File: src/rtl/pipe_reg_chain_arstn.sv
// Pipeline register chain with per-stage valid bits, stall (en), flush and bubble injection.
// Optional stall statistics counter enabled by defining PIPE_REG_CHAIN_STATS_EN.
module pipe_reg_chain_arstn #(
  parameter int                DATA_W     = 64,
  parameter int                DEPTH      = 1,
  parameter logic [DATA_W-1:0] PRESET_VAL = '0,
  localparam int               OCC_W      = ($clog2(DEPTH+1) > 1) ? $clog2(DEPTH+1) : 1
) (
  input  logic              clk,
  input  logic              arst_n,
  input  logic              en,
  input  logic              flush,
  input  logic              bubble,
  input  logic              din_valid,
  input  logic [DATA_W-1:0] din,
  output logic              dout_valid,
  output logic [DATA_W-1:0] dout,
`ifdef PIPE_REG_CHAIN_STATS_EN
  output logic [31:0]       stall_cnt,
`endif
  output logic [OCC_W-1:0]  occupancy
);

  logic [DEPTH-1:0][DATA_W-1:0] data_reg;
  logic [DEPTH-1:0][DATA_W-1:0] data_next;
  logic [DEPTH-1:0]             valid_reg;
  logic [DEPTH-1:0]             valid_next;
  logic [OCC_W-1:0]             occ_reg;
  logic [OCC_W-1:0]             occ_next;

  // Stage 0 takes din or a NOP; flush only kills the valid bit, never the payload.
  assign data_next[0]  = !en    ? data_reg[0] :
                         bubble ? PRESET_VAL  : din;
  assign valid_next[0] = flush  ? 1'b0        :
                         !en    ? valid_reg[0] :
                         bubble ? 1'b0        : din_valid;

  generate
    for (genvar gi = 1; gi < DEPTH; gi++) begin : g_stage
      assign data_next[gi]  = en ? data_reg[gi-1] : data_reg[gi];
      assign valid_next[gi] = flush ? 1'b0 :
                              en    ? valid_reg[gi-1] : valid_reg[gi];
    end
  endgenerate

  always_comb begin
    occ_next = '0;
    for (int i = 0; i < DEPTH; i++) begin
      occ_next = occ_next + OCC_W'(valid_next[i]);
    end
  end

  always_ff @(posedge clk or negedge arst_n) begin
    if (!arst_n) begin
      data_reg  <= {DEPTH{PRESET_VAL}};
      valid_reg <= '0;
      occ_reg   <= '0;
    end else begin
      data_reg  <= data_next;
      valid_reg <= valid_next;
      occ_reg   <= occ_next;
    end
  end

  assign dout       = data_reg[DEPTH-1];
  assign dout_valid = valid_reg[DEPTH-1];
  assign occupancy  = occ_reg;

`ifdef PIPE_REG_CHAIN_STATS_EN
  logic [31:0] stall_cnt_reg;

  // Counts stalled edges while something is in flight; saturates, cleared only by reset.
  always_ff @(posedge clk or negedge arst_n) begin
    if (!arst_n) begin
      stall_cnt_reg <= '0;
    end else if (!en && (occ_reg != '0) && (stall_cnt_reg != 32'hFFFF_FFFF)) begin
      stall_cnt_reg <= stall_cnt_reg + 32'd1;
    end
  end

  assign stall_cnt = stall_cnt_reg;
`endif

endmodule

File: config.mk
export PLATFORM = sky130hd
export DESIGN_NAME = pipe_reg_chain_arstn
export DESIGN_NICKNAME = d
export VERILOG_FILES = /design/src/rtl/pipe_reg_chain_arstn.sv
export SDC_FILE = /design/constraint.sdc
export NUM_CORES = 1
export LEC_CHECK = 0
export ABC_AREA = 1
export BUFFER_PORTS_ARGS = -buffer_cell sky130_fd_sc_hd__buf_4
export CAP_MARGIN = 20
export CELL_PAD_IN_SITES_DETAIL_PLACEMENT = 0
export CELL_PAD_IN_SITES_GLOBAL_PLACEMENT = 1
export CORE_UTILIZATION = 29
export DETAILED_ROUTE_END_ITERATION = 8
export PLACE_DENSITY = 0.71
export SYNTH_ARGS = -nofsm -noshare
export SYNTH_HDL_FRONTEND = slang
export SYNTH_SLANG_ARGS = --single-unit
File: constraint.sdc
create_clock -name clk -period 0.8 [get_ports clk]
set_input_delay 0.16 -clock clk [delete_from_list [all_inputs] [get_ports clk]]
set_output_delay 0.16 -clock clk [all_outputs]
set_load 0.1 [all_outputs]
==> metrics.md <==
| Metric | Value |
|---|---|
| Min cycle time layout | `between 1000 and 1500 ps` |
| Slowest-stage cell, CP | `dfrtp_4` |
| Relative slew slack | `79.43%` |
| CTS max path bufs | `2` |
| FF-to-FF path depth | `2` |
| Req. time, crit path | `around 640 ps` |
| HP Class | `in2reg` |
| Average cell area after synthesis | `between 9 and 10 sq um` |
| Die Y | `98.18 um` |
| Cell count after placement | `515` |
| Worst slew pin tran | `308.6 ps` |
| Crit. path cell count | `1` |
| GP Congestion | `0.7164` |
| Crit end category | `output port` |
| CP Cell Sequence | `buf_8` |
| Sequential share of the synthesized area | `60.63%` |
| Post-Syn Area | `between 0.002 and 0.003 sq mm` |
| Final Max Tran Viols | `0` |
| Drt initial violations | `67` |
| Setup crit start kind | `flop` |
| Mapped Cells | `284` |
| # rows | `34` |
| Worst-skew pair later-pin latency | `330 ps` |
| Number of global-route vias before repair | `between 2,000 and 2,500` |
| DP HPWL | `5.085 mm` |
| Maxcap violations | `0` |
| IO buf count | `135` |
| Power per Cell Area | `2024 mW/mm^2` |
| Mapped Nets | `354` |
| First-pass detailed-route iteration total | `6` |
| Initial antenna violation count | `0` |
| Peak Freq | `848.8 MHz` |
| Final wirelength | `7.576 mm` |
| Final period util | `147.3%` |
| Num ports | `136` |
| Seq cells post-synth | `65` |
| Status | `finished, violations left` |
| Library cells used by synthesis | `11` |
| Placed Area | `0.004051 sq mm` |
| Via density | `4.556` |
| Global-route usage over all layers | `16.57%` |
| Final cell count without fillers | `531` |
| Min Hold Slack | `53.51 ps` |
| WHS Path Cells | `3` |
| Antenna diodes | `0` |
| Maximum VDD drop | `1.214 mV` |
| Cell family with most CP delay | `flip-flops` |
| # DRC | `11` |
| WP data arrival | `between 1000 and 1500 ps` |
| Core Region | `around 0.0088 sq mm` |
| Die ar. | `a little under 0.01 sq mm` |
| Clock sink total | `65` |
| Failing checks | `design-rule violations, negative setup slack` |
| Setup TNS | `-23,240 ps` |
| Setup Crit Path Kind | `reg2out` |
| TritonCTS buffer count | `9` |
| Fin nets | `slightly below 500` |
| Worst Skew | `0 ps` |
| Commonest non-fill, non-tap cell in the layout | `nand2_1` |
| Worst-path clk slew | `around 70 ps` |
| Synth warnings | `0` |
| RSZ-0062 raised after global routing | `yes` |
| Starting Density | `between 30% and 40%` |
| GRT overflow | `0` |
| CTS tree | `yes` |
| Lkg Pwr | `0.002378 uW` |
| Final hold vios | `0` |
| Share of cells above drive strength 1 | `55.56%` |
| Via Count | `2,419` |
| Most frequent cells in the layout | `nand2_1, buf_4, buf_12` |
| Clk root buf | `clkbuf_8` |
| Slowest stage delay, CP | `510 ps` |
| Filler instances | `758` |
| Largest net degree at the start of global routing | `42` |
| CP bufs+invs | `1` |
| Max FO, Critical Path | `3` |
| First-pass GRT wire length | `12.58 mm` |
| Die X | `98.18 um` |
| Worst setup margin | `-378.2 ps` |
| H-tree levels | `3` |
| DR WL/cell | `14.27 um` |
| Post-route design area | `0.005039 sq mm` |
| Core Util, Final | `56.94%` |
| Endpoints failing setup | `67` |
| Post-route ant nets | `0` |
| P&R area growth vs syn | `87.83%` |
-- final timing paths --
| path | start | end | slack (ps) |
|---|---|---|---|
| worst min register to register | dout[59] | dout[59] | 550 |
| worst min-delay path | din[11] | dout[11] | 50 |
| min in group asynchronous | arst_n | dout[16] | 340 |
| worst max-delay path | occupancy | occupancy | -380 |
| worst max register to register | occupancy | occupancy | -30 |
| max in group asynchronous | arst_n | dout[60] | 220 |
-- metrics by stage --
step                      total power [uW]  setup slack, ps
final                                10200           -378.2
after detailed placement              7137           -94.14
after global routing                 10630           -415.8
after CTS                            10350           -398.7
after global placement                7109           -77.72
after floorplan                       6238           -307.8
-- cell usage after synthesis --
| library cell | n | area share (%) |
|---|---|---|
| dfrtp_1 | 65 | 61 |
| buf_4 | 3 | 0.84 |
| nor2_1 | 1 | 0.14 |
| inv_2 | 2 | 0.28 |
| a21oi_1 | 1 | 0.19 |
| nand3_1 | 55 | 10 |
| nand3_2 | 9 | 3.4 |
| buf_6 | 11 | 4.6 |
| buf_2 | 8 | 1.5 |
| nand2_1 | 128 | 18 |
| o21bai_1 | 1 | 0.28 |
-- sequential cells by signal, summed over array words and instances, names as in the netlist --
name and flops:
occupancy 1, dout 64
-- where the power goes --
part	switching [uW]	leakage (uW)	total [uW]	internal [uW]
Clock	1180	0.0000887	2350	1170
Combinational	2470	0.00154	3870	1390
Sequential	277	0.000748	3980	3700
Total	3930	0.00238	10200	6270
-- area by class of cell --
type	count	area (sq um)	share of cell area (%)
sequential	65	1871	37.12
clock inverter	4	20.02	0.3973
inverter	2	7.507	0.1490
multi-input combinational	195	862.1	17.11
tap	108	135.1	2.682
timing repair buffer	146	2002	39.73
clock buffer	11	141.4	2.806
-- routing by layer --
metal | vias to the layer above | global-route usage (%) | share of wire, %
li1 | 1167 | - | -
met2 | 87 | 28.44 | 51
met5 | - | 0 | 0
met3 | 7 | 5.655 | 6.7
met1 | 1158 | 20.24 | 41
met4 | 0 | 3.444 | 0.77
-- cells by family after synthesis --
kind of cell           after synthesis  synth area share (%)
AO/OA/AOI/OAI                        2                0.4663
flip-flops                          65                 60.63
buffers and inverters               24                 7.230
AND/OR/NAND/NOR                    193                 31.67
-- timing repair --
action,in CTS,in global routing
gates resized for setup,196,0
gates cloned,0,0
endpoints found under the setup margin,67,67
buffers inserted,0,0
hold endpoints to repair,65,0
hold buffers,1,0
No activity file was read; power rests on OpenSTA's default activity.
